--- src/rtl/aes_pkg.sv ---
// Shared definitions for the AES core arbiter: block/key widths, FSM encoding
// and the FIPS-197 appendix C.1 vector used by benches.
package aes_pkg;

  localparam int AES_BLK_W = 128;
  localparam int AES_KEY_W = 128;

  typedef enum logic [2:0] {
    ST_ARB,
    ST_LAUNCH,
    ST_BUSY,
    ST_RESP,
    ST_GAP
  } arb_state_t;

  localparam logic [AES_KEY_W-1:0] FIPS_KEY = 128'h000102030405060708090a0b0c0d0e0f;
  localparam logic [AES_BLK_W-1:0] FIPS_PT  = 128'h00112233445566778899aabbccddeeff;
  localparam logic [AES_BLK_W-1:0] FIPS_CT  = 128'h69c4e0d86a7b0430d8cdb78070b4c55a;

endpackage

--- src/rtl/aes_rr_arbiter.sv ---
// Combinational round-robin grant: first set request at or after ptr,
// wrapping modulo N_REQ. Produces one-hot and encoded grant.
module aes_rr_arbiter #(
  parameter int N_REQ = 4,
  parameter int ID_W  = 2
) (
  input  logic [N_REQ-1:0] req,
  input  logic [ID_W-1:0]  ptr,
  output logic [N_REQ-1:0] gnt,
  output logic [ID_W-1:0]  gnt_id,
  output logic             gnt_vld
);

  always_comb begin
    int idx;
    gnt     = '0;
    gnt_id  = '0;
    gnt_vld = 1'b0;
    idx     = 0;
    for (int i = 0; i < N_REQ; i++) begin
      idx = (int'(ptr) + i) % N_REQ;
      if (!gnt_vld && req[idx[ID_W-1:0]]) begin
        gnt[idx[ID_W-1:0]] = 1'b1;
        gnt_id             = idx[ID_W-1:0];
        gnt_vld            = 1'b1;
      end
    end
  end

endmodule

--- src/rtl/aes_core_arbiter.sv ---
// Round-robin sharing of one serial AES-128 core among N_REQ requesters.
// Optional busy watchdog enabled by defining AES_ARB_WDOG_EN.
module aes_core_arbiter
  import aes_pkg::*;
#(
  parameter int N_REQ       = 4,
  parameter int ID_W        = 2,
  parameter int WDOG_CYCLES = 1023
) (
  input  logic                       clk,
  input  logic                       rst_n,
  input  logic [N_REQ-1:0]           req_valid,
  input  logic [N_REQ-1:0]           req_enc_dec,
  input  logic [N_REQ*AES_BLK_W-1:0] req_data,
  input  logic [N_REQ*AES_KEY_W-1:0] req_key,
  output logic [N_REQ-1:0]           req_ready,
  output logic                       resp_valid,
  output logic [ID_W-1:0]            resp_id,
  output logic [AES_BLK_W-1:0]       resp_data,
  output logic                       resp_err,
  input  logic                       resp_ready,
  output logic                       core_start,
  output logic                       core_enc_dec,
  output logic [AES_BLK_W-1:0]       core_data_in,
  output logic [AES_KEY_W-1:0]       core_key_in,
  input  logic [AES_BLK_W-1:0]       core_data_out,
  input  logic                       core_ready
);

  arb_state_t       state, state_d;
  logic [N_REQ-1:0] gnt;
  logic [ID_W-1:0]  gnt_id;
  logic             gnt_vld;
  logic [ID_W-1:0]  ptr;
  logic [ID_W-1:0]  id_q;
  logic             seen_busy;
  logic             done;
  logic             timeout;

  aes_rr_arbiter #(
    .N_REQ (N_REQ),
    .ID_W  (ID_W)
  ) u_rr (
    .req     (req_valid),
    .ptr     (ptr),
    .gnt     (gnt),
    .gnt_id  (gnt_id),
    .gnt_vld (gnt_vld)
  );

  // The core still shows ready from the previous job right after start;
  // only a ready that follows an observed busy cycle marks completion.
  assign done    = core_ready && seen_busy;
  assign resp_id = id_q;

`ifdef AES_ARB_WDOG_EN
  localparam int CNT_W = $clog2(WDOG_CYCLES + 1);
  logic [CNT_W-1:0] wdog_cnt;
  logic             resp_err_q;

  assign timeout  = (wdog_cnt == CNT_W'(WDOG_CYCLES - 1));
  assign resp_err = resp_err_q;

  always_ff @(posedge clk or negedge rst_n) begin
    if (!rst_n) begin
      wdog_cnt   <= '0;
      resp_err_q <= 1'b0;
    end else begin
      if (state == ST_LAUNCH) wdog_cnt <= '0;
      else if (state == ST_BUSY) wdog_cnt <= wdog_cnt + 1'b1;
      if (state == ST_BUSY && !done && timeout) resp_err_q <= 1'b1;
      else if (state == ST_RESP && resp_ready) resp_err_q <= 1'b0;
    end
  end
`else
  assign timeout  = 1'b0;
  assign resp_err = 1'b0;
`endif

  always_ff @(posedge clk or negedge rst_n) begin
    if (!rst_n) state <= ST_ARB;
    else        state <= state_d;
  end

  always_comb begin
    state_d = state;
    case (state)
      ST_ARB:    if (gnt_vld) state_d = ST_LAUNCH;
      ST_LAUNCH: state_d = ST_BUSY;
      ST_BUSY:   if (done || timeout) state_d = ST_RESP;
      ST_RESP:   if (resp_ready) state_d = ST_GAP;
      ST_GAP:    state_d = ST_ARB;
      default:   state_d = ST_ARB;
    endcase
  end

  // Control: acceptance pulse and core_start are registered so both
  // appear during LAUNCH, one cycle after the grant decision in ARB.
  always_ff @(posedge clk or negedge rst_n) begin
    if (!rst_n) begin
      req_ready  <= '0;
      core_start <= 1'b0;
      ptr        <= '0;
      id_q       <= '0;
      seen_busy  <= 1'b0;
      resp_valid <= 1'b0;
    end else begin
      req_ready  <= '0;
      core_start <= 1'b0;
      if (state == ST_ARB && gnt_vld) begin
        req_ready  <= gnt;
        core_start <= 1'b1;
        id_q       <= gnt_id;
        ptr        <= (gnt_id == ID_W'(N_REQ - 1)) ? '0 : gnt_id + 1'b1;
      end
      if (state == ST_LAUNCH) seen_busy <= 1'b0;
      if (state == ST_BUSY && !core_ready) seen_busy <= 1'b1;
      if (state == ST_BUSY && (done || timeout)) resp_valid <= 1'b1;
      if (state == ST_RESP && resp_ready) resp_valid <= 1'b0;
    end
  end

  // Payload: held from the grant until the next grant so the core sees a
  // stable key and block for the whole job.
  always_ff @(posedge clk or negedge rst_n) begin
    if (!rst_n) begin
      core_enc_dec <= 1'b0;
      core_data_in <= '0;
      core_key_in  <= '0;
      resp_data    <= '0;
    end else begin
      if (state == ST_ARB && gnt_vld) begin
        core_enc_dec <= req_enc_dec[gnt_id];
        core_data_in <= req_data[gnt_id*AES_BLK_W +: AES_BLK_W];
        core_key_in  <= req_key[gnt_id*AES_KEY_W +: AES_KEY_W];
      end
      if (state == ST_BUSY) begin
        if (done)         resp_data <= core_data_out;
        else if (timeout) resp_data <= '0;
      end
    end
  end

endmodule

--- config.mk ---
export PLATFORM = sky130hd
export DESIGN_NAME = aes_core_arbiter
export DESIGN_NICKNAME = d
export VERILOG_FILES = /design/src/rtl/aes_pkg.sv /design/src/rtl/aes_rr_arbiter.sv /design/src/rtl/aes_core_arbiter.sv
export SDC_FILE = /design/constraint.sdc
export NUM_CORES = 1
export LEC_CHECK = 0
export CELL_PAD_IN_SITES_DETAIL_PLACEMENT = 0
export CELL_PAD_IN_SITES_GLOBAL_PLACEMENT = 2
export CORE_AREA = 3 3 600 602
export DETAILED_ROUTE_END_ITERATION = 10
export DIE_AREA = 0 0 603 605
export PLACE_DENSITY_LB_ADDON = 0.1
export SETUP_SLACK_MARGIN = 0.1
export SLEW_MARGIN = 20
export SYNTH_ARGS = -nofsm -noshare
export SYNTH_HDL_FRONTEND = slang
export SYNTH_HIERARCHICAL = 1
export SYNTH_SLANG_ARGS = --single-unit
--- constraint.sdc ---
create_clock -name clk -period 4.3 [get_ports clk]
set_input_delay 0.86 -clock clk [delete_from_list [all_inputs] [get_ports clk]]
set_output_delay 0.86 -clock clk [all_outputs]
set_load 0.03 [all_outputs]
==> results.md, run 1 <==
- Initial Utilization: 0.06056
- IO Count: 1,558
- Final instance area: approximately 46,000 sq um
- Crit path top cell by count: buf_4
- Post-Syn Area per Cell: 17.64 sq um
- Placeable Area: ~360,000 sq um
- CP max FO: 12
- Fillers: 39,950
- Share of the yosys chip area belonging to registers: 0.4639
- Worst skew pair latency: about 0.78 ns
- Synth cell types: 32
- Crit path buffers/inverters: 5
- TritonCTS clock tree: built
- Die area: roughly 360,000 sq um
- # H-tree levels: 3
- Worst setup EP type: flip-flop
- Largest net degree at the start of global routing: 70
- Worst Path Arrival: 4.08 ns
- WL/cell: 29.48 um
- Status: completed
- Crit path required time: 4.94 ns
- Critical path's top delay family: multiplexers
- Layout cells sized above 1: 0.2952
- EDFF count, synth: 0
- Synth Register Bits: between 300 and 400
- Slowest-stage cell, CP: mux4_2
- Synth top area cells: dfrtp_1, mux4_2, mux2_2
- Min Tclk post-route: 3.435 ns
- Die W: 603 um
- Synth-to-Final Area Change: 113.6%
- Synth area leader: dfrtp_1
- CP cell instances: inv_1, ha_1, mux4_2, and2b_2, o21ai_0, buf_4, o31ai_4, buf_12, buf_4, buf_4, mux4_2, mux2_2
- Worst VDD drop: 390.4 uV
- First-pass GRT wire length: 280,200 um
- Detailed Routing Iterations Pass 1: 4
- Post-route DRC: 0
- Antenna Nets Post-Route: 0
- PortBufs: 1,556
- Num Clock Sinks: 399
- Period utilization: 0.7989
- Setup Fix Bufs, Post-CTS: 0
- Cts hold-fix bufs: 0
- Post-detailed-routing wire length: 226,700 um
- Total negative slack: 0 ns
- Synth top area share: 0.4639
- Critical Path Start Type: flip-flop
- Post-Route Skew: 0.06996 ns
- Post-synth top flop: dfrtp_1
- Total gr overflow: 0
- Overall Global Routing Usage: 0.1199
- CTS max path bufs: 4
- Max frequency: 291.1 MHz
- GPL Wtd Cong: 0.7635
- Final slew viol count: 0
- Final #Nets: 4,013
- Max Cap Viol: 0
- Root Driver: clkbuf_16
- Setup ws final: around 0.86 ns
- Cells after synthesis: 1,220
- Die height: ~610 um
- Slew margin rel.: 0.3774
- Fin. Hold Viols: 0
- Initial antenna violation count: 252
- # rows: 219
- WS Path Type: reg2reg
- Post-route insts no fill: about 7,700
- Vias after detailed routing: 19,930
- Vias per cell: 2.591
- Setup violations, final: 0
- Share of synthesized registers carrying an async set or reset: 1.000
- Slowest stage delay, CP: 0.50 ns
- # resized after CTS: 0
- Placement Setup Slack: about 0.075 ns
- Placed inst area: about 43,000 sq um
- Tightest Pin Transition: 0.9309 ns
- Post-DP HPWL: 197,200 um
- Yosys warns: 6
- Core Util, Final: 0.1294
- Vias in the first global route: 22,050
- RSZ-0062 raised after global routing: no
- DRT iter0 DRCs: 852
- Syn Nets: 2,390
- Total CTS buffers: 79
- Sequential cell area: 9985 sq um
- Clock-pin transition on the worst setup and hold timing paths: approximately 0.060 ns
- Area of the multi-input gates: 10,730 sq um
- Power Density: 855.2 nW/um^2
- Leading cell types by count after synthesis: dfrtp_1, mux2_2, mux4_2
- Worst hold path class: in2async
- Lkg Pwr: 0.01596 uW
- Most common cell in the netlist: dfrtp_1
- Dpl cells: around 7,500
- Post-Synthesis Cell Area: 21,520 sq um
## metal layers
metal | routed length (um) | share of wire | up-vias | global-route usage
met1 | 81590 | 0.36 | 10080 | 0.1258
met4 | 3538 | 0.016 | 142 | 0.01627
met2 | 117700 | 0.52 | 1065 | 0.2203
met3 | 23010 | 0.10 | 422 | 0.05688
li1 | - | - | 8226 | -
met5 | 960 | 0.0042 | - | 0
## state kept, by name, summed over array words and instances, names as in the netlist
signal	cells
seen_busy	1
core_data_in	128
core_start	1
req_ready	4
state	3
core_key_in	128
resp_id	2
core_enc_dec	1
resp_valid	1
resp_data	128
ptr	2
## final timing paths
path	start	to	slack (ns)	cells after the start
setup / recovery	ptr[1]	core_key_in[71]	0.86	12
hold / removal	rst_n	core_key_in[68]	0.08	1
setup reg to reg	ptr[1]	core_key_in[71]	0.86	12
hold reg to reg	core_key_in[45]	core_key_in[45]	0.48	1
max in group asynchronous	rst_n	state[0]	3.05	2
min in group clk	core_key_in[45]	core_key_in[45]	0.48	1
## layout make-up
type / count / area share
clock buffer: 115 / 0.04964
antenna: 48 / 0.002612
inverter: 5 / 0.0004082
clock inverter: 16 / 0.004109
timing repair buffer: 1648 / 0.3634
sequential: 399 / 0.2172
tap: 4751 / 0.1293
multi-input combinational: 710 / 0.2334
## report_power, final
group / internal [uW] / total [uW] / switching [uW]
clock network: 3830 / 6400 / 2570
registers: 5800 / 6930 / 1130
logic: 12500 / 26000 / 13400
## cell families (layout without fill, tap and decap cells)
group / after synthesis / after routing / synth area share
compound gates: 22 / 22 / 0.006686
fa+ha+maj: 6 / 6 / 0.003488
buf+inv: 111 / 1784 / 0.03866
flops: 399 / 399 / 0.4639
mux: 653 / 653 / 0.4785
other cells: 1 / 49 / 0.0001742
simple gates: 28 / 28 / 0.008547
## placed cells by master, fill, tap and decap left out, types with 2 or more instances in the layout
master / synthesis / final
clkbuf_8: 0 / 17
inv_1: 5 / 5
o21ai_0: 7 / 7
nor2_1: 6 / 6
a22oi_1: 8 / 8
nand2_1: 5 / 5
and2_1: 4 / 4
buf_4: 4 / 57
mux4_2: 259 / 259
nor3_1: 3 / 3
inv_6: 0 / 3
nor4b_4: 2 / 2
clkinv_2: 0 / 8
diode_2: 0 / 48
mux4_1: 2 / 2
mux2_1: 6 / 6
a21oi_1: 3 / 3
clkbuf_16: 0 / 79
ha_1: 6 / 6
nand2b_1: 2 / 2
clkdlybuf4s50_1: 0 / 1555
buf_12: 0 / 35
clkinv_8: 0 / 2
mux2_2: 385 / 385
bufinv_16: 0 / 3
clkbuf_1: 27 / 19
dfrtp_1: 399 / 399
## stage by stage
step / power [uW] / hold slack [ns]
after detailed placement: 34000 / 0.4752
after floorplan: 22130 / 0.4747
final: 39320 / 0.08149
after global routing: 41800 / 0.07145
after global placement: 34060 / 0.4736
after CTS: 40910 / 0.05848
Power figures use the tool's default switching activity.
==> run 2, diff against run 1 <==
==> constraint.sdc (replaced) <==
create_clock -name clk -period 3.24 [get_ports clk]
set_input_delay 0.648 -clock clk [delete_from_list [all_inputs] [get_ports clk]]
set_output_delay 0.648 -clock clk [all_outputs]
set_load 0.03 [all_outputs]
==> run 2 against run 1 <==
Global-route usage increased by 0.47 points; sequential power increased by 35%; largest cell class unchanged; largest power group unchanged; wire length increased by 5.0%; combinational power increased by 53%; via count increased by 4.7%; critical path depth decreased by 1.
==> results.md, run 2 (same netlist as run 1, synthesis figures left out) <==
- WS Path Type: reg2reg
- Detailed Routing Iterations Pass 1: 5 (+1)
- Most common cell after layout, fill and taps aside: clkdlybuf4s50_1
- Slowest stage delay, CP: 0.64 ns (+0.14 ns)
- Antenna Nets Post-Route: 0 (unchanged)
- Fin. Hold Viols: 0 (unchanged)
- Post-route insts no fill: 7,783 (+1.2%)
- Tightest Pin Transition: 0.8081 ns (-0.1228 ns)
- Worst r2r src: ptr[0]
- Worst hold path class: in2async
- Dpl cells: 7,558 (+0.60%)
- Layout cells sized above 1: 0.3228 (+0.02756)
- Vias per cell: 2.680 (+3.4%)
- Overall Global Routing Usage: 0.1246 (+0.004728)
- CP cell instances: buf_6, mux4_2, buf_4, o21ai_2, o31ai_4, buf_12, buf_16, clkbuf_16, buf_4, mux4_2, mux2_2
- Crit path required time: 3.88 ns (-1.06 ns)
- Max Cap Viol: 0 (unchanged)
- Initial Utilization: 0.06056 (unchanged)
- Sequential Power Share: 0.162 (-0.014)
- Slowest-stage cell, CP: mux4_2
- Initial antenna violation count: 258 (+2.4%)
- IO Count: 1,558 (unchanged)
- Placeable Area: 355,400 sq um (unchanged)
- PortBufs: 1,556 (unchanged)
- Post-detailed-routing wire length: 238,100 um (+5.0%)
- R2r setup slk: 0.05 ns (-0.81 ns)
- Vias in the first global route: 22,500 (+2.0%)
- Min Tclk post-route: 3.186 ns (-0.2490 ns)
- Most frequent cells in the layout: clkdlybuf4s50_1, dfrtp_1, mux2_2
- First-pass GRT wire length: 290,900 um (+3.8%)
- Worst setup EP type: flip-flop
- Total gr overflow: 0 (unchanged)
- TritonCTS clock tree: built
- Sw Pwr: 24,160 uW (+41%)
- CTS max path bufs: 4 (unchanged)
- Power Density: 1202 nW/um^2 (+41%)
- Post-Route Skew: 0.05259 ns (-0.01737 ns)
- Post-route DRC: 0 (unchanged)
- Clock share of power: 0.146 (-0.017)
- Vias after detailed routing: 20,860 (+4.7%)
- Int Pwr: 33,500 uW (+51%)
- Sequential cell area: 9986 sq um (about the same)
- Biggest registers after layout: core_data_in: 128 flops, core_key_in: 128 flops, resp_data: 128 flops
- Synth-to-Final Area Change: 122.9%
- Reg2reg path depth: 11 (-1)
- Total CTS buffers: 78 (-1.3%)
- # H-tree levels: 3 (unchanged)
- Largest net degree at the start of global routing: 47 (-33%)
- GPL Wtd Cong: 0.7586 (-0.64%)
- Final slew viol count: 0 (unchanged)
- Clock-pin transition on the worst setup and hold timing paths: 0.08 ns (+0.02 ns)
- Root Driver: clkbuf_16
- Worst skew pair latency: 0.78 ns (about the same)
- Worst Path Arrival: 3.83 ns (-0.25 ns)
- Num Clock Sinks: 399 (unchanged)
- RSZ-0062 raised after global routing: yes
- Final #Nets: 4,114 (+2.5%)
- Sw Share: 0.4190 (-0.01703)
- Status: completed
- Worst VDD drop: 627.8 uV (+61%)
- Combinational power share: 0.692 (+0.031)
- Die W: 603 um (unchanged)
- Die height: 605 um (unchanged)
- Fillers: 39,950 (+0.0025%)
- Hold_ws: 0.4650 ns (+0.3835 ns)
- CP max FO: 8 (-4)
- Setup violations, final: 0 (unchanged)
- Critical Path Start Type: flip-flop
- Die area: 364,800 sq um (unchanged)
- Max frequency: 313.9 MHz (+7.8%)
- Post-DP HPWL: 202,900 um (+2.9%)
- Critical R2R Capture: core_data_in[54]
- Slew margin rel.: 0.4596 (+0.08212)
- Lkg Pwr: 0.01712 uW (+7.3%)
- Area of the multi-input gates: 11,140 sq um (+3.8%)
- # rows: 219 (unchanged)
- WL/cell: 30.59 um (+3.8%)
- DRT iter0 DRCs: 840 (-1.4%)
- Period utilization: 0.9834 (+0.1845)
[run 2: changes by cell type in the layout (fill, tap and decap cells not counted), moves of 9 or more]
| cell | change |
|---|---|
| diode_2 | -9 |
| mux2_2 | -93 |
| mux2_4 | +97 |
| buf_4 | +33 |
| clkbuf_16 | +12 |
| buf_16 | +24 |
| buf_6 | +19 |
[run 2: through the flow]
step	total power [uW]	cell area (sq um)	util	worst slack, ns	TNS (ns)
after floorplan	29640	21620	-	0.06465	0
after global placement	45980	43870	0.1234	-0.7423	-173.00
after detailed placement	45860	43870	0.1234	-0.7645	-174.88
after CTS	57210	47030	0.1323	0.02379	0
after global routing	61090	47900	0.1348	-0.05533	-1.543
final	57660	47980	0.1350	0.05388	0
[run 2: worst max path at each step]
stage / start / to / slack (ns) / cells after the start
6_report: ptr[0] / core_data_in[54] / 0.05 / 11
5_1_grt: ptr[0] / core_key_in[125] / -0.06 / 11
4_1_cts: ptr[0] / core_key_in[122] / 0.02 / 12
3_5_place_dp: req_valid[3] / core_data_in[57] / -0.76 / 12
3_3_place_gp: req_valid[3] / core_data_in[65] / -0.74 / 12
2_1_floorplan: ptr[0] / core_key_in[20] / 0.06 / 12
[run 2: final cells by class]
cell class | count | area share
Timing Repair Buffer | 1750 | 0.3835
Multi-Input combinational cell | 710 | 0.2321
Clock buffer | 117 | 0.04691
Clock inverter | 12 | 0.003129
Sequential cell | 399 | 0.2081
Inverter | 5 | 0.0003911
Tap cell | 4751 | 0.1239
Antenna cell | 39 | 0.002034
[run 2: repair_timing]
item,4_1_cts,5_1_grt
cloned,8,11
pin swaps,5,1
setup endpoints to repair,266,256
setup buffers,27,11
endpoints found under the hold margin,27,0
resized for setup,62,125
hold buffers,1,0
[run 2: power groups by stage]
stage / Combinational (uW) / Clock, uW / Sequential (uW)
2_1_floorplan: 15600 / 0 / 14000
3_3_place_gp: 36500 / 0 / 9450
6_report: 39900 / 8440 / 9340
5_1_grt: 42200 / 9130 / 9730
4_1_cts: 38700 / 9100 / 9390
3_5_place_dp: 36500 / 0 / 9410
[run 2: metal layers]
| metal | global-route usage | vias to the layer above | routed length [um] |
|---|---|---|---|
| li1 | - | 8417 | - |
| met3 | 0.05324 | 445 | 22610 |
| met5 | 0 | - | 834 |
| met2 | 0.2176 | 1177 | 118200 |
| met1 | 0.1425 | 10690 | 92210 |
| met4 | 0.01977 | 128 | 4301 |
[run 2: worst max-delay path, delay by kind of cell, from the launching register on]
family / cells / cell delay (ns)
AO/OA/AOI/OAI: 2 / 0.27
multiplexers: 3 / 1.37
buffers and inverters: 6 / 1.00
flip-flops: 1 / 0.42
